`config.mk`:
```
export PLATFORM = sky130hd
export DESIGN_NAME = alu_issue_ctrl
export DESIGN_NICKNAME = d
export VERILOG_FILES = /design/src/rtl/cpu_pkg.sv /design/src/rtl/reg_file.sv /design/src/rtl/alu_issue_ctrl.sv
export SDC_FILE = /design/constraint.sdc
export NUM_CORES = 1
export LEC_CHECK = 0
export CAP_MARGIN = 20
export CORE_MARGIN = 2
export CORE_UTILIZATION = 40
export CTS_CLUSTER_DIAMETER = 50
export CTS_CLUSTER_SIZE = 10
export DETAILED_ROUTE_END_ITERATION = 6
export GPL_TIMING_DRIVEN = 0
export SLEW_MARGIN = 10
export SYNTH_ARGS = -nofsm -noshare
export SYNTH_HDL_FRONTEND = slang
export SYNTH_SLANG_ARGS = --single-unit
```
`constraint.sdc`:
```
create_clock -name CLK -period 2 [get_ports CLK]
set_input_delay 0.3 -clock CLK [delete_from_list [all_inputs] [get_ports CLK]]
set_output_delay 0.3 -clock CLK [all_outputs]
set_load 0.01 [all_outputs]
```
`src/rtl/cpu_pkg.sv`:
```
// Shared definitions for the ALU issue/control slice: opcodes, controller
// states, instruction field positions and the datapath width.
package cpu_pkg;

  localparam int unsigned DATA_W = 8;

  // Instruction fields: [8:6] opcode, [5:3] rd, [2:0] rs/imm3
  localparam int unsigned OPC_MSB = 8;
  localparam int unsigned OPC_LSB = 6;
  localparam int unsigned RD_MSB  = 5;
  localparam int unsigned RD_LSB  = 3;
  localparam int unsigned RS_MSB  = 2;
  localparam int unsigned RS_LSB  = 0;

  typedef enum logic [2:0] {
    OP_AND  = 3'b000,
    OP_XOR  = 3'b001,
    OP_SHL  = 3'b010,
    OP_SHR  = 3'b011,
    OP_ADD  = 3'b100,
    OP_LDI  = 3'b101,
    OP_MOV  = 3'b110,
    OP_HALT = 3'b111
  } op_e;

  typedef enum logic [1:0] {
    S_IDLE,
    S_EXEC,
    S_WB,
    S_HALT
  } state_e;

  // Opcodes the external ALU actually computes
  function automatic logic is_alu_op(input op_e op);
    return (op == OP_AND) || (op == OP_XOR) || (op == OP_SHL) ||
           (op == OP_SHR) || (op == OP_ADD);
  endfunction

endpackage

```
`src/rtl/reg_file.sv`:
```
// Register file: synchronous reset to zero, one synchronous write port,
// two combinational operand read ports and one combinational debug port.
module reg_file #(
  parameter int unsigned DATA_W   = 8,
  parameter int unsigned NUM_REGS = 8
) (
  input  logic                        clk,
  input  logic                        rst,
  input  logic                        we,
  input  logic [$clog2(NUM_REGS)-1:0] waddr,
  input  logic [DATA_W-1:0]           wdata,
  input  logic [$clog2(NUM_REGS)-1:0] raddr1,
  output logic [DATA_W-1:0]           rdata1,
  input  logic [$clog2(NUM_REGS)-1:0] raddr2,
  output logic [DATA_W-1:0]           rdata2,
  input  logic [$clog2(NUM_REGS)-1:0] dbg_addr,
  output logic [DATA_W-1:0]           dbg_data
);

  logic [DATA_W-1:0] regs [NUM_REGS];

  // Storage: reset clears every entry, otherwise a single write per cycle
  always_ff @(posedge clk) begin
    if (rst) begin
      for (int unsigned i = 0; i < NUM_REGS; i++) begin
        regs[i] <= '0;
      end
    end else if (we) begin
      regs[waddr] <= wdata;
    end
  end

  assign rdata1   = regs[raddr1];
  assign rdata2   = regs[raddr2];
  assign dbg_data = regs[dbg_addr];

endmodule

```
`src/rtl/alu_issue_ctrl.sv`:
```
// Issue/control unit for the 8-bit ALU: accepts one instruction at a time,
// drives the ALU operands for one cycle, writes the result back and keeps
// sticky carry/zero flags from the last ADD.
module alu_issue_ctrl #(
  parameter int unsigned DATA_W   = 8,
  parameter int unsigned NUM_REGS = 8,
  parameter int unsigned INSTR_W  = 9
) (
  input  logic                        CLK,
  input  logic                        RESET,
  input  logic [INSTR_W-1:0]          INSTR,
  input  logic                        INSTR_VALID,
  output logic                        INSTR_READY,
  output logic [2:0]                  ALU_OP,
  output logic [DATA_W-1:0]           ALU_R1,
  output logic [DATA_W-1:0]           ALU_R2,
  input  logic [DATA_W-1:0]           ALU_OUT,
  input  logic [1:0]                  ALU_OVERFLOW,
  input  logic                        ALU_ZF,
  output logic                        DONE,
  output logic                        HALTED,
  output logic                        CARRY_FLAG,
  output logic                        ZERO_FLAG,
  input  logic [$clog2(NUM_REGS)-1:0] DBG_ADDR,
  output logic [DATA_W-1:0]           DBG_DATA
);

  import cpu_pkg::*;

  state_e              state;
  logic [INSTR_W-1:0]  ir;
  logic [DATA_W-1:0]   res;
  op_e                 opcode;
  logic [2:0]          rd_addr;
  logic [2:0]          rs_addr;
  logic [DATA_W-1:0]   rs_data;
  logic [DATA_W-1:0]   rd_data;
  logic                unused_signed_ovf;

  assign opcode  = op_e'(ir[OPC_MSB:OPC_LSB]);
  assign rd_addr = ir[RD_MSB:RD_LSB];
  assign rs_addr = ir[RS_MSB:RS_LSB];

  // Only the carry bit of the ALU overflow pair feeds a flag
  assign unused_signed_ovf = ALU_OVERFLOW[1];

  reg_file #(
    .DATA_W   (DATA_W),
    .NUM_REGS (NUM_REGS)
  ) u_reg_file (
    .clk      (CLK),
    .rst      (RESET),
    .we       (state == S_WB),
    .waddr    (rd_addr),
    .wdata    (res),
    .raddr1   (rs_addr),
    .rdata1   (rs_data),
    .raddr2   (rd_addr),
    .rdata2   (rd_data),
    .dbg_addr (DBG_ADDR),
    .dbg_data (DBG_DATA)
  );

  // ALU operand side: live only in EXEC, zero operands otherwise
  always_comb begin
    ALU_OP = 3'b111;
    ALU_R1 = '0;
    ALU_R2 = '0;
    if (state == S_EXEC) begin
      ALU_OP = is_alu_op(opcode) ? opcode : 3'b111;
      ALU_R1 = rs_data;
      ALU_R2 = rd_data;
    end
  end

  // Controller FSM with registered handshake, status and flag outputs
  always_ff @(posedge CLK) begin
    if (RESET) begin
      state       <= S_IDLE;
      ir          <= '0;
      res         <= '0;
      INSTR_READY <= 1'b1;
      DONE        <= 1'b0;
      HALTED      <= 1'b0;
      CARRY_FLAG  <= 1'b0;
      ZERO_FLAG   <= 1'b0;
    end else begin
      DONE <= 1'b0;
      unique case (state)
        S_IDLE: begin
          if (INSTR_VALID && INSTR_READY) begin
            ir          <= INSTR;
            INSTR_READY <= 1'b0;
            state       <= S_EXEC;
          end
        end
        S_EXEC: begin
          case (opcode)
            OP_LDI:  res <= DATA_W'(ir[RS_MSB:RS_LSB]);
            OP_MOV:  res <= rs_data;
            default: res <= ALU_OUT;
          endcase
          if (opcode == OP_ADD) begin
            CARRY_FLAG <= ALU_OVERFLOW[0];
            ZERO_FLAG  <= ALU_ZF;
          end
          // DONE is set here so that it is visible during WB / HALT entry
          DONE <= 1'b1;
          if (opcode == OP_HALT) begin
            HALTED <= 1'b1;
            state  <= S_HALT;
          end else begin
            state  <= S_WB;
          end
        end
        S_WB: begin
          INSTR_READY <= 1'b1;
          state       <= S_IDLE;
        end
        S_HALT: begin
          state <= S_HALT;
        end
      endcase
    end
  end

endmodule
```
Yosys cells after proc, flatten, opt, wreduce, memory -nomap -nowiden
Memory sizes are Yosys's and may differ from the RTL's. A register that Yosys moved wholly into a read port is not among the register bits.
Cells that the tools add are included.
{"block": "classes", "eq_ne": 11, "muxes": 23, "n_reduce_logical": 13}
{"op": "$mux 8", "count": 3}
{"op": "$mux 3", "count": 7}
{"op": "$pmux 8 s2", "count": 1}
{"op": "$eq 3x3->1 const B", "count": 4}
{"op": "$mux 1", "count": 9}
{"op": "$pmux 2 s4", "count": 1}
{"op": "$reduce_and 2->1", "count": 4}
{"op": "$reduce_or 8->1", "count": 1}
{"op": "$eq 3x2->1 const B", "count": 2}
{"op": "$eq 2x2->1 const B", "count": 2}
{"op": "$logic_or 1x1->1", "count": 4}
{"op": "$eq 3x1->1 const B", "count": 1}
{"op": "$logic_not 3->1", "count": 1}
{"op": "$eq 2x1->1 const B", "count": 1}
{"op": "$logic_not 2->1", "count": 1}
{"op": "$mux 2", "count": 1}
{"op": "$ne 2x2->1 const B", "count": 1}
{"op": "$pmux 1 s2", "count": 1}
{"op": "$reduce_bool 2->1", "count": 1}
{"op": "$logic_and 1x1->1", "count": 1}
{"block": "word_totals", "ff_bits": 24, "mem_bits_rw": 64, "memories": 1}
{"name": "u_reg_file.regs", "words": 8, "word_bits": 8, "read_ports": 3, "rd_clocked_by_memory_dff": 2, "wr": 8, "line_no": "reg_file.sv:20", "text": "logic [DATA_W-1:0] regs [NUM_REGS];"}

Longest topological paths before layout
{"block": "depth", "ltp_word": 7, "ltp_mapped": 7}

Modules after synthesis
A second synthesis with hierarchy kept.
{"block": "unflattened", "hier_cells": 386, "area_unflattened_um2": 5210.0}
{"module": "reg_file", "area_each_um2": 4065.1, "instances": 1, "seq_area_each_um2": 1921.8, "cells_per_inst": 251}
{"module": "alu_issue_ctrl", "area_each_um2": 1144.8, "instances": 1, "seq_area_each_um2": 480.5, "cells_per_inst": 135}

Least setup slack after synthesis
No wires, ideal clock.
{"block": "synth_path", "path_kind": "register to output", "startpoint": "register (tool-made name)", "endpoint": "output ALU_R2[5]", "setup_slack_ps": 254, "stages_incl_launch_ff": 6, "t_required_ps": 1700, "t_arrival_ps": 1446, "path_cell_list": "dfxtp_1 > buf_2 > buf_4 > mux4_2 > mux2i_1 > nor2_1"}
{"item": "to (decl)", "line_no": "alu_issue_ctrl.sv:16", "text": "output logic [DATA_W-1:0] ALU_R2,"}

==> qor_table.md <==
| Step | Result | Value |
|:---|:---|:---|
| worst setup path | Arrival time at the worst endpoint | 1.88 ns |
| route | Post-route ant nets | 0 |
| yosys | Per-instance average area after synthesis | 12.2 um2 |
| timing | Setup repair after global routing missed its margin | yes |
| finish | Layout cells sized above 1 | 39.1% |
| clock tree | H-tree depth | 3 |
| worst setup path | Maximum fanout encountered on the critical timing path | 5 |
| route | Final routed wire length divided by cell count | 21.5 um |
| finish | Antenna diode count | 0 |
| yosys | Ys Warns | 0 |
| pwr | Largest voltage drop on the vdd net | 0.368 mV |
| timing | Transition time of the tightest slew-check pin | 0.719 ns |
| worst hold path | Hold Path Class | in -> reg |
| route | Remaining routing DRC violations | 0 |
| die | I/O pin total | 58 |
| route | Drt total wl | 15800 um |
| clock tree | Count of hold buffers inserted by post-cts repair | 0 |
| die | Number of rows in the core area | 41 |
| pwr | Final Power | 5.05 mW |
| timing | Max-slew headroom at the worst pin | 52.0% |
| status | Failing checks | setup timing |
| pwr | Power per unit of standard cell area | 709 nW/um2 |
| die | Std-Cell Core Area | 12600 um2 |
| global route | Total routing usage reported by global routing | 23.9% |
| global route | Largest net degree at the start of global routing | 15 |
| worst setup path | Required time of the worst setup path | 1.70 ns |
| clock tree | Later-pin clock latency in the skew report | 0.34 ns |
| placement | Setup Slack @ Placement | -0.632 ns |
| route | DRT Pass-1 Iters | 5 |
| yosys | Cell type with the highest aggregate area in the netlist | sky130_fd_sc_hd__edfxtp_1 |
| route | Routed vias/inst | 5.51 |
| finish | Finished Cell Area | 7130 um2 |
| finish | Syn-to-layout area delta | 39.0% |
| placement | Detail Placement HPWL | 10400 um |
| clock tree | Clock-pin slew on the worst setup and hold paths | 0.06 ns |
| die | Chip width | 117 um |
| finish | Fill count | 1064 |
| yosys | Top area cells in the synthesized netlist | sky130_fd_sc_hd__edfxtp_1 (37%), sky130_fd_sc_hd__mux4_2 (14%), sky130_fd_sc_hd__dfxtp_1 (12%) |
| die | Initial cell density of the core | 40.8% |
| global route | Antenna violations before repair | 0 |
| global route | Vias in the first global route | 4196 |
| timing | Fmax | 459 MHz |
| clock tree | Number of buffers inserted during clock tree synthesis | 9 |
| route | First-iteration detailed-routing DRC count | 352 |
| job | Count of max-cap constraint violations | 0 |
| timing | Max Transition Viols Final | 0 |
| route | Via count | 4064 |
| worst setup path | Reg2reg setup slack | 0.01 ns |
| yosys | Flops & latches, synth | 94 |
| yosys | Mapped Nets | 447 |
| finish | Final nets | 586 |
| yosys | Unique cell type count in the Yosys netlist | 39 |
| yosys | Portion of synthesized cell area occupied by the leading cell type | 37.5% |
| placement | GPL Wtd Cong | 0.835 |
| worst hold path | Number of cells on the worst hold path | 2 |
| clock tree | CTS tree | yes |
| worst setup path | R2R Path End | res[7] |
| worst hold path | Destination of the worst hold path | INSTR_READY |
| global route | Wire length of the first global-routing pass | 23400 um |
| timing | Setup Skew | 0.00374 ns |
| worst hold path | Source of the worst hold timing path | RESET |
| status | Outcome | finished with violations |
| pwr | Static leakage | 2.76 nW |
| placement | Port Buf Inserts | 52 |
| clock tree | Clock sink total | 94 |
| yosys | Mapped Cells | 421 |
| finish | Final core occ | 56.7% |
| worst setup path | CP endpoint kind | output pin |
| global route | Total overflow reported by the global router | 0 |
| clock tree | Clock Path Buffers | 2 |
| yosys | Post-synthesis instance area | 5130 um2 |
| timing | Least setup slack across all paths after layout | -0.180 ns |
| timing | Final worst path period need | 2.18 ns |
| yosys | Fraction of the yosys area taken by sequential cells | 49.2% |
| die | Chip Height | 117 um |
| worst setup path | Start-to-end type of the worst setup path | reg -> out |
| timing | Setup-violating endpoint count in the final report | 14 |
| placement | Inst Count DP | 646 |
| placement | Placement-stage cell area | 5870 um2 |
| clock tree | CTS Root Cell | sky130_fd_sc_hd__clkbuf_16 |
| die | Die area | 13700 um2 |
| finish | Layout Cells excl Fill | 737 |
| worst setup path | Number of cells traversed by the worst register-to-register path | 12 |
| timing | Post-route clock period utilization | 109% |
| worst setup path | Startpoint type of the worst setup path | flip-flop |
| timing | Endpoints failing hold | 0 |
[final cells by class]
cell class / count / area, um2 / share of cell area (%)
well taps: 172 / 215 / 3.02
clock buffers: 12 / 236 / 3.32
inverters: 9 / 33.8 / 0.474
clock inverters: 4 / 95.1 / 1.33
plain buffers: 24 / 243 / 3.41
flip-flops and latches: 94 / 2530 / 35.5
multi-input cells: 289 / 2620 / 36.7
repair buffers: 133 / 1160 / 16.2
[stage by stage]
stage,hold WS (ns),TNS (ns)
2_1_floorplan,0.436,0
3_3_place_gp,0.460,-21.32
3_5_place_dp,0.475,-18.38
4_1_cts,0.451,-1.69
5_1_grt,0.477,-3.18
6_report,0.445,-1.14
[cells in the mapped netlist]
cell	number
sky130_fd_sc_hd__clkbuf_2	1
sky130_fd_sc_hd__nand4b_1	1
sky130_fd_sc_hd__edfxtp_1	64
sky130_fd_sc_hd__a21oi_1	19
sky130_fd_sc_hd__nand2b_1	4
sky130_fd_sc_hd__nor2_1	17
sky130_fd_sc_hd__o22ai_1	8
sky130_fd_sc_hd__a221oi_1	3
sky130_fd_sc_hd__nor2_2	3
sky130_fd_sc_hd__mux2_2	8
sky130_fd_sc_hd__a221o_1	1
sky130_fd_sc_hd__nor2b_1	3
sky130_fd_sc_hd__inv_1	9
sky130_fd_sc_hd__nand2b_4	1
sky130_fd_sc_hd__and3_1	4
sky130_fd_sc_hd__nand2_1	43
sky130_fd_sc_hd__o21ai_0	1
sky130_fd_sc_hd__nand3_1	1
sky130_fd_sc_hd__dfxtp_1	30
sky130_fd_sc_hd__buf_2	7
sky130_fd_sc_hd__nor3_4	1
sky130_fd_sc_hd__and3b_1	1
sky130_fd_sc_hd__or3b_2	1
sky130_fd_sc_hd__buf_6	3
sky130_fd_sc_hd__a211o_1	2
sky130_fd_sc_hd__clkbuf_1	12
sky130_fd_sc_hd__mux2i_1	42
sky130_fd_sc_hd__xor2_1	1
sky130_fd_sc_hd__nor3b_2	1
sky130_fd_sc_hd__buf_4	2
sky130_fd_sc_hd__nor3_1	2
sky130_fd_sc_hd__mux4_2	32
sky130_fd_sc_hd__or2_2	8
sky130_fd_sc_hd__a22oi_1	5
sky130_fd_sc_hd__nand4_1	8
sky130_fd_sc_hd__or4b_4	2
sky130_fd_sc_hd__and2_1	65
sky130_fd_sc_hd__a21oi_2	1
sky130_fd_sc_hd__buf_1	4
[flip-flops by register name (all words and copies together), names as in the netlist, named ones only]
signal / count
CARRY_FLAG: 1
DONE: 1
HALTED: 1
INSTR_READY: 1
ZERO_FLAG: 1
ir: 9
res: 8
state: 2
u_reg_file.regs: 64
[cells in the final DEF (no fill, tap or decap), drive strengths merged]
master / Yosys / layout
nor3b: 1 / 1
o22ai: 8 / 8
inv: 9 / 9
nand3: 1 / 1
clkdlybuf4s50: 0 / 26
o21ai: 1 / 1
and3b: 1 / 1
a221o: 1 / 1
nor2: 20 / 20
or4b: 2 / 2
clkinv: 0 / 1
mux4: 32 / 32
a211o: 2 / 2
nand2b: 5 / 5
a21oi: 20 / 20
a221oi: 3 / 3
mux2: 8 / 8
or3b: 1 / 1
or2: 8 / 8
buf: 16 / 120
nand4: 8 / 8
nand4b: 1 / 1
bufinv: 0 / 3
clkbuf: 13 / 23
mux2i: 42 / 42
dfxtp: 30 / 30
and3: 4 / 4
a22oi: 5 / 5
nor2b: 3 / 3
nor3: 3 / 3
edfxtp: 64 / 64
and2: 65 / 65
xor2: 1 / 1
nand2: 43 / 43
[where the power goes]
part,leakage (nW),internal (mW),switching (mW)
logic,1.69,0.482,0.412
registers,0.907,2.15,0.0817
clock network,0.161,1.22,0.702
total,2.76,3.86,1.20
[timing repair]
item,4_1_cts,5_1_grt
buffers inserted,73,13
pin swaps,18,16
gates resized for setup,184,38
endpoints found under the setup margin,67,61
cloned,1,0
[worst max-delay path by stage]
| stage | from | end |
|---|---|---|
| detailed placement | flip-flop | ALU_R2[0] |
| finish | flip-flop | ALU_R2[7] |
| global placement | flip-flop | ALU_R2[0] |
| CTS | flip-flop | ALU_R2[4] |
| global route | flip-flop | ALU_R2[3] |
| floorplan | flip-flop | ALU_R2[5] |
[layer usage]
metal | up-vias | global-route usage (%) | share of wire, %
li1 | 1830 | - | -
met1 | 2002 | 29.8 | 40
met2 | 185 | 39.5 | 49
met3 | 47 | 2.94 | 6.0
met4 | 0 | 15.1 | 4.7
met5 | - | 0 | 0
[critical path, cell delays in order (launching register included)]
cell	delay, ns
sky130_fd_sc_hd__dfxtp_2	0.33
sky130_fd_sc_hd__buf_6	0.13
sky130_fd_sc_hd__buf_12	0.13
sky130_fd_sc_hd__mux4_2	0.52
sky130_fd_sc_hd__mux2i_1	0.20
sky130_fd_sc_hd__nor2_1	0.09
sky130_fd_sc_hd__buf_2	0.14
[cells by family after synthesis]
family	synth area share (%)
muxes	24.0
and+or+nand+nor	18.2
DFF	49.2
xor gates and xnor gates	0.171
buffers and inverters	3.56
AOI/OAI and AO/OA	4.88
Note: power is estimated with default switching activity, not from simulation.
